$ cat config.mk
export PLATFORM = sky130hd
export DESIGN_NAME = phase_align_ctrl
export DESIGN_NICKNAME = d
export VERILOG_FILES = /design/src/rtl/phase_align_pkg.sv /design/src/rtl/phase_align_ctrl_skew_watchdog.sv /design/src/rtl/phase_align_ctrl.sv
export SDC_FILE = /design/constraint.sdc
export NUM_CORES = 1
export LEC_CHECK = 0
export CAP_MARGIN = 20
export CORE_ASPECT_RATIO = 0.6
export CORE_MARGIN = 5
export CORE_UTILIZATION = 36
export DETAILED_ROUTE_END_ITERATION = 16
export PLACE_DENSITY_LB_ADDON = 0.12
export SETUP_SLACK_MARGIN = 0.02
export SLEW_MARGIN = 20
export SYNTH_ARGS = -nofsm -noshare
export SYNTH_HDL_FRONTEND = slang
export SYNTH_HIERARCHICAL = 1
export SYNTH_SLANG_ARGS = --single-unit
export TNS_END_PERCENT = 10
$ cat constraint.sdc
create_clock -name sys_clock -period 5.7 [get_ports sys_clock]
set_input_delay 1.425 -clock sys_clock [delete_from_list [all_inputs] [get_ports sys_clock]]
set_output_delay 1.425 -clock sys_clock [all_outputs]
set_load 0.02 [all_outputs]
$ cat src/rtl/phase_align_pkg.sv
// -----------------------------------------------------------------------------
// phase_align_pkg
// Shared definitions for the ECG stream phase-alignment controller:
//   - state_t        : controller FSM state (IDLE=0, FILL=1, RUN=2, FAULT=3)
//   - *_DEF          : default delays and skew tolerance used by the top level
// -----------------------------------------------------------------------------
package phase_align_pkg;

   typedef enum logic [1:0] {
      IDLE  = 2'd0,
      FILL  = 2'd1,
      RUN   = 2'd2,
      FAULT = 2'd3
   } state_t;

   localparam int BP_DELAY_DEF   = 350;
   localparam int MA_DELAY_DEF   = 43;
   localparam int SKEW_LIMIT_DEF = 1000;

endpackage

$ cat src/rtl/phase_align_ctrl_skew_watchdog.sv
// -----------------------------------------------------------------------------
// skew_watchdog
// Counts consecutive cycles in which only some of the aligned streams present
// valid data. The count saturates at LIMIT.
// Ports:
//   clk       in   clock
//   reset     in   synchronous, active-high
//   clear     in   forces the count to zero on the next edge (has priority)
//   partial   in   some but not all stream valids are high this cycle
//   limit_hit out  this cycle is the one that makes the count reach LIMIT
// -----------------------------------------------------------------------------
module skew_watchdog
   import phase_align_pkg::*;
#(
   parameter int LIMIT = SKEW_LIMIT_DEF,
   parameter int W     = 10
) (
   input  logic clk,
   input  logic reset,
   input  logic clear,
   input  logic partial,
   output logic limit_hit
);

   localparam logic [W-1:0] LIMIT_V = W'(LIMIT);

   logic [W-1:0] count;

   always_ff @(posedge clk) begin
      if (reset || clear) begin
         count <= '0;
      end else if (partial && (count != LIMIT_V)) begin
         count <= count + 1'b1;
      end
   end

   // Flag the edge on which the count reaches LIMIT, so the owner can react
   // on that same edge rather than one cycle later.
   assign limit_hit = partial && !clear && (count == (LIMIT_V - 1'b1));

endmodule

$ cat src/rtl/phase_align_ctrl.sv
// -----------------------------------------------------------------------------
// phase_align_ctrl
// Primes and then pops the BP, MA and D2 output FIFOs of the ECG chain so that
// BP lags D2 by BP_DELAY samples and MA lags D2 by MA_DELAY samples. After
// priming, the three heads are consumed together as one aligned triple.
//
// Handshake rule (all AXI-stream style ports): a transfer happens on a rising
// edge of sys_clock where tvalid and tready are both 1; tready may be driven
// independently of tvalid, and tvalid is never used to derive tready within
// the same cycle.
//
// Ports:
//   sys_clock      in   clock
//   reset          in   synchronous, active-high
//   enable         in   1 = run alignment, 0 = return to IDLE
//   src_tvalid/    in   monitor of the ADC sample stream feeding the filters
//   src_tready
//   bp_tvalid      in   BP FIFO valid          bp_tready  out  BP FIFO ready
//   ma_tvalid      in   MA FIFO valid          ma_tready  out  MA FIFO ready
//   d2_tvalid      in   D2 FIFO valid          d2_tready  out  D2 FIFO ready
//   aligned_valid  out  one-cycle pulse, aligned triple being consumed
//   state          out  current FSM state
//   skew_err       out  sticky, set on entry to FAULT, cleared by reset only
//   sample_cnt     out  source handshakes counted while in FILL
// -----------------------------------------------------------------------------
module phase_align_ctrl
   import phase_align_pkg::*;
#(
   parameter int BP_DELAY   = BP_DELAY_DEF,
   parameter int MA_DELAY   = MA_DELAY_DEF,
   parameter int CNT_W      = 10,
   parameter int SKEW_LIMIT = SKEW_LIMIT_DEF,
   parameter int SKEW_W     = 10
) (
   input  logic             sys_clock,
   input  logic             reset,
   input  logic             enable,
   input  logic             src_tvalid,
   input  logic             src_tready,
   input  logic             bp_tvalid,
   output logic             bp_tready,
   input  logic             ma_tvalid,
   output logic             ma_tready,
   input  logic             d2_tvalid,
   output logic             d2_tready,
   output logic             aligned_valid,
   output logic [1:0]       state,
   output logic             skew_err,
   output logic [CNT_W-1:0] sample_cnt
);

   localparam logic [CNT_W-1:0] BP_CNT  = CNT_W'(BP_DELAY);
   // MA stops popping once this many samples are in, leaving MA_DELAY behind.
   localparam logic [CNT_W-1:0] MA_HOLD = CNT_W'(BP_DELAY - MA_DELAY);

   state_t           state_q;
   state_t           state_d;
   logic             pop_q;
   logic             pop_d;
   logic [CNT_W-1:0] cnt_q;
   logic             all_v;
   logic             any_v;
   logic             skew_clear;
   logic             skew_hit;

   assign all_v = bp_tvalid & ma_tvalid & d2_tvalid;
   assign any_v = bp_tvalid | ma_tvalid | d2_tvalid;

   // The watchdog only runs while aligned streams are being consumed; a pop
   // cycle always restarts it, even if the FIFOs look partial right after.
   assign skew_clear = !enable || (state_q != RUN) || pop_q || all_v || !any_v;

   skew_watchdog #(
      .LIMIT (SKEW_LIMIT),
      .W     (SKEW_W)
   ) u_skew_watchdog (
      .clk       (sys_clock),
      .reset     (reset),
      .clear     (skew_clear),
      .partial   (any_v & ~all_v),
      .limit_hit (skew_hit)
   );

   // State register and pop register
   always_ff @(posedge sys_clock) begin
      if (reset) begin
         state_q <= IDLE;
         pop_q   <= 1'b0;
      end else begin
         state_q <= state_d;
         pop_q   <= pop_d;
      end
   end

   // Next state, pop request and ready/valid decode
   always_comb begin
      state_d       = state_q;
      pop_d         = 1'b0;
      bp_tready     = 1'b0;
      ma_tready     = 1'b0;
      d2_tready     = 1'b0;
      aligned_valid = 1'b0;

      case (state_q)
         IDLE: begin
            if (enable) state_d = FILL;
         end
         FILL: begin
            d2_tready = 1'b1;
            ma_tready = (cnt_q < MA_HOLD);
            if (cnt_q == BP_CNT) state_d = RUN;
         end
         RUN: begin
            bp_tready     = pop_q;
            ma_tready     = pop_q;
            d2_tready     = pop_q;
            aligned_valid = pop_q;
            // A pop is a single cycle; the cycle after never re-pops so the
            // FIFOs can update their valids first.
            pop_d         = all_v && !pop_q;
            if (skew_hit) state_d = FAULT;
         end
         FAULT: begin
            state_d = FAULT;
         end
         default: begin
            state_d = IDLE;
         end
      endcase

      if (!enable) begin
         state_d = IDLE;
         pop_d   = 1'b0;
      end
   end

   // Sample counter: counts only in FILL, saturates at BP_DELAY, so a
   // handshake on the FILL->RUN edge is not counted.
   always_ff @(posedge sys_clock) begin
      if (reset || !enable) begin
         cnt_q <= '0;
      end else if ((state_q == FILL) && src_tvalid && src_tready && (cnt_q != BP_CNT)) begin
         cnt_q <= cnt_q + 1'b1;
      end
   end

   always_ff @(posedge sys_clock) begin
      if (reset) begin
         skew_err <= 1'b0;
      end else if ((state_q != FAULT) && (state_d == FAULT)) begin
         skew_err <= 1'b1;
      end
   end

   assign state      = state_q;
   assign sample_cnt = cnt_q;

endmodule

After elaboration in Yosys (flattened, before gate mapping)
Index checks and enable logic that the tools add are counted.
{"block": "totals", "mem_bits_rw": 0, "latch_bits": 0, "elab_cells": 53, "rom_bits": 0, "mem_count": 0, "reg_bits": 24, "inputBits": 8}
{"block": "classes", "n_reduce_logical": 20, "addsub": 2, "n_mux": 7, "magnitude_cmp": 1, "n_mul": 0, "eq_ne": 10, "n_bitwise": 8, "div": 0, "shifts": 0}
{"operator": "$add 10x1->10 const B", "n": 2}
{"operator": "$eq 10x10->1 const B", "n": 1}
{"operator": "$eq 10x9->1 const B", "n": 1}
{"operator": "$lt 10x9->1 const B", "n": 1}
{"operator": "$ne 10x10->1 const B", "n": 1}
{"operator": "$ne 10x9->1 const B", "n": 1}
{"operator": "$logic_and 1x1->1", "n": 8}
{"operator": "$pmux 2 s4", "n": 1}
{"operator": "$eq 2x2->1 const B", "n": 3}
{"operator": "$logic_or 1x1->1", "n": 6}
{"operator": "$mux 2", "n": 3}
{"operator": "$logic_not 1->1", "n": 4}
{"operator": "$ne 2x2->1 const B", "n": 2}
{"operator": "$pmux 1 s2", "n": 2}
{"operator": "$and 1x1->1", "n": 3}
{"operator": "$not 1->1", "n": 3}
{"operator": "$reduce_or 3->1", "n": 1}
{"operator": "$eq 2x1->1 const B", "n": 1}
{"operator": "$logic_not 2->1", "n": 1}
{"operator": "$or 1x1->1", "n": 2}
{"operator": "$mux 1", "n": 1}

Logic depth before layout (Yosys ltp)
{"block": "logic_depth", "depth_word": 13, "mapped_depth": 9}

By module
The synthesis kept the hierarchy.
{"mod": "phase_align_ctrl", "area_per_inst_um2": 833.3, "seq_area_each_um2": 280.3, "cells_per_inst": 93, "instances": 1}
{"mod": "skew_watchdog", "area_per_inst_um2": 608.1, "seq_area_each_um2": 200.2, "cells_per_inst": 70, "instances": 1}

Worst setup path before layout
OpenSTA, ideal clock, no wires.
{"block": "synth_timing", "path_type": "input to register", "from": "input port d2_tvalid", "to": "register skew_err", "required_time_ns": 5.608, "slack_ns": 2.613, "setup_time_ns": 0.092, "path_buffers": 0, "stages": 9, "arrival_time_ns": 2.995, "path_cell_list": "and3_1 > nor2_1 > nand4b_1 > or4b_1 > nor3_1 > nor2_1 > nor2_1 > a31oi_1 > o32ai_1"}
{"block": "synth_via", "elab_chain_len": 11, "elab_cells_between_ends": 15, "cone_classes": "eq/ne (1); mux (3); bitwise (4); reduce/logical (7)"}
{"item": "from (decl)", "line": "phase_align_ctrl.sv:44", "source": "input logic d2_tvalid,"}
{"item": "$and 1x1->1 / $or 1x1->1 (equally long branches)", "line": "phase_align_ctrl.sv:66, phase_align_ctrl.sv:67"}
{"item": "$logic_or 1x1->1 / $logic_not 1->1 (equally long branches)", "line": "phase_align_ctrl.sv:71", "source": "assign skew_clear = !enable || (state_q != RUN) || pop_q || all_v || !any_v;"}
{"item": "$logic_or 1x1->1 (*)", "line": "phase_align_ctrl.sv:71"}
{"item": "net skew_clear", "line": "phase_align_ctrl.sv:63", "source": "logic skew_clear;"}
{"item": "$logic_not 1->1 (*)", "line": "phase_align_ctrl_skew_watchdog.sv:39", "source": "assign limit_hit = partial && !clear && (count == (LIMIT_V - 1'b1));"}
{"item": "$logic_and 1x1->1 (*) (2 in series)", "line": "phase_align_ctrl_skew_watchdog.sv:39"}
{"item": "net skew_hit", "line": "phase_align_ctrl.sv:64", "source": "logic skew_hit;"}
{"item": "$mux 2 (*)", "line": "phase_align_ctrl.sv:121", "source": "if (skew_hit) state_d = FAULT;"}
{"item": "$pmux 2 s4 (*)", "line": "phase_align_ctrl.sv:104", "source": "case (state_q)"}
{"item": "$mux 2 (*)", "line": "phase_align_ctrl.sv:131", "source": "if (!enable) begin"}
{"item": "$eq 2x2->1 (*)", "line": "phase_align_ctrl.sv:150", "source": "end else if ((state_q != FAULT) && (state_d == FAULT)) begin"}
{"item": "$logic_and 1x1->1 (*)", "line": "phase_align_ctrl.sv:150"}
{"item": "to (signal assigned)", "line": "phase_align_ctrl.sv:149", "source": "skew_err <= 1'b0;"}
{"item": "to (signal assigned)", "line": "phase_align_ctrl.sv:151", "source": "skew_err <= 1'b1;"}
{"item": "to (decl)", "line": "phase_align_ctrl.sv:48", "source": "output logic skew_err,"}
The timed path passes the listed nets; every way through them passes the cells marked *.
A chain may end at the register's enable or synchronous reset.

Worst setup path in the final report
Ends and elaborated chain as after synthesis.

==> run metrics <==
clk_skew=about 3.9 ps; Vias=1,297; Initial Util=0.383; Hold Worst Slack=~440 ps; number of flops mapped to enable cells by yosys=0; Hold Vio Cnt, Final=0; Post-Layout Cell Count=roughly 230; Vias per Instance=~5.6; Final HPWL DP=~2800 µm; 1st-pass router iterations=4; minimum clock period=roughly 4000 ps; Core ar.=3760 µm²; Pwr per Cell Area=between 150 and 200 nW/µm²; Max Cap Viol=0; synth top area cells=dfxtp_1 (33%), ha_1 (6.9%), a21oi_1 (3.8%), nor2_1 (3.4%), inv_1 (3.1%); starting DRC count in detailed routing=roughly 100; Setup-failing EPs final=0; Synth-to-Final Area Change=23.4%; final RePlAce weighted congestion=slightly above 0.8; first-pass GRT wire length=5680 µm; Clock Tree Buf Depth=2; Buffers on Ports=24; DRC errors left=0; worst skew pair latency=about 270 ps; nets=about 200; CTS Buf Count=3; grt total ovfl=0; VDD IR-drop max=~0.000092 V; Top FF cell, synth=dfxtp_1; drt total wl=about 3600 µm; syn nets=~180; fill count=about 350; Final Instance Area=approximately 1800 µm²; GRT Util Overall=0.132; sum of negative setup slack=0 ps; Leak=0.581 nW; Post-Syn Instances=163; Netlist cell types=46; relative slew slack=0.486; antenna viol nets, final=0; sequential-to-total area share from yosys stat=0.333; Worst-path clk slew=90 ps; Die Ht=a little under 60 µm; Crit. End Element=register; syn avg cell area=about 9 µm²; Synth top area share=0.333; worst path required time=roughly 6000 ps; DIE WIDTH=91.7 µm; Commonest cells post-synth=dfxtp_1 (24), nor2_1 (13), inv_1 (12); crit share post-route=0.686; Cell Rows=17; die area=approximately 5400 µm²; Pins Over Slew Limit=0; layout cells sized above 1=0.0914; post-cts repair resize count=0; depth of the CTS H-tree=1; Routed wire per std cell=15.6 µm; unrepaired setup endpoints after global routing=no; CP Max Fanout=13; Worst EP arrival=just over 4000 ps; ant diodes=0; TritonCTS sink count=24; status=finished clean; Area after DPL=roughly 1700 µm²; worst-margin pin slew=about 770 ps; cell with the most instances after synthesis=dfxtp_1; leading area contributor after synthesis=dfxtp_1; Peak Freq=256 MHz; crit path kind=in -> reg; Ys Warns=6; flops & latches, synth=24; root buffer cell=clkbuf_8; DP Cell Count=~230; hold buffer count at cts=0; initial antenna violation count=0; Critical Path Source Type=primary input; CTS tree=built; largest net degree at the start of global routing=15; Synth async-reset ratio=0; Total Power=~0.00034 W; number of global-route vias before repair=1,132; Netlist Area Pre-Place=around 1400 µm²; post-CTS setup repair buffer count=0; HP Class=reg -> reg; IO Pins=25
[cell type report]
class,count,area [µm²],area share
inverter,12,45.0,0.0253
multi-input combinational,122,882,0.496
clock inverter,1,30.0,0.0169
timing repair buffer,24,240,0.135
tap,47,58.8,0.0331
sequential,24,480,0.270
clock buffer,3,41.3,0.0232
[routing by layer]
layer  part of all wire  vias to the layer above  GRT usage
li1                   -                      657          -
met1               0.53                      599      0.196
met2               0.39                       39      0.183
met3              0.069                        2     0.0431
met4             0.0036                        0     0.0275
met5                  0                        -          0
[power by group]
part	internal (W)	total, W	switching, W
clock network	0.0000940	0.000151	0.0000575
registers	0.000168	0.000169	0.000000992
logic	0.00000874	0.0000184	0.00000965
[critical path, cell delays in order]
cell and delay [ps]:
clkdlybuf4s50_1 420, and3_1 200, nor2_1 590, nand4b_1 290, or4b_1 510, nor3_1 150
nor2_1 60, nor2_1 100, a31oi_1 60, o32ai_1 300
[per-stage QoR]
stage               setup slack [ps]  utilization
finish                          1790        0.472
global route                    1570        0.472
CTS                             1810        0.472
detailed placement              1530        0.453
global placement                1710        0.453
floorplan                       2610            -
[registers in the layout, summed over array words and instances (netlist names)]
signal                 flops
sample_cnt                10
pop_q                      1
skew_err                   1
u_skew_watchdog/count     10
state                      2
[worst paths after layout]
kind | start | to | slack [ps] | cells after the start
worst max-delay path | d2_tvalid | skew_err | 1790 | 10
worst min-delay path | pop_q | pop_q | 440 | 1
worst max register to register | state[0] | skew_err | 3530 | 9
worst min register to register | pop_q | pop_q | 440 | 1
[kinds of logic after synthesis]
| group | after synthesis | share of synthesized area |
|---|---|---|
| compound gates | 37 | 0.191 |
| xor+xnor | 7 | 0.0425 |
| fa+ha+maj | 8 | 0.0694 |
| buf+inv | 17 | 0.0547 |
| flops | 24 | 0.333 |
| simple gates | 70 | 0.309 |
[placed cells by master, fill, tap and decap left out, types with 2 or more instances in the layout]
master	synthesis	final
nand2b_1	4	4
o21a_1	2	2
a21oi_1	11	11
a31o_2	2	2
nor4b_1	2	2
o21ai_0	2	2
dfxtp_1	24	24
nor3_1	3	3
nand4b_1	2	2
inv_1	12	12
nor2_1	13	13
nand2_1	4	4
clkdlybuf4s50_1	0	24
clkbuf_8	0	3
xor2_1	4	4
a211oi_1	2	2
a31oi_1	4	4
nand3b_1	2	2
and4_1	2	2
or4_1	6	6
nand4_1	5	5
nor2b_1	3	3
xnor2_1	3	3
nand3_1	8	8
and3_1	4	4
a21bo_2	2	2
o2111ai_1	2	2
and2_1	2	2
ha_1	8	8
o31ai_1	5	5
No activity file was read; power rests on OpenSTA's default activity.
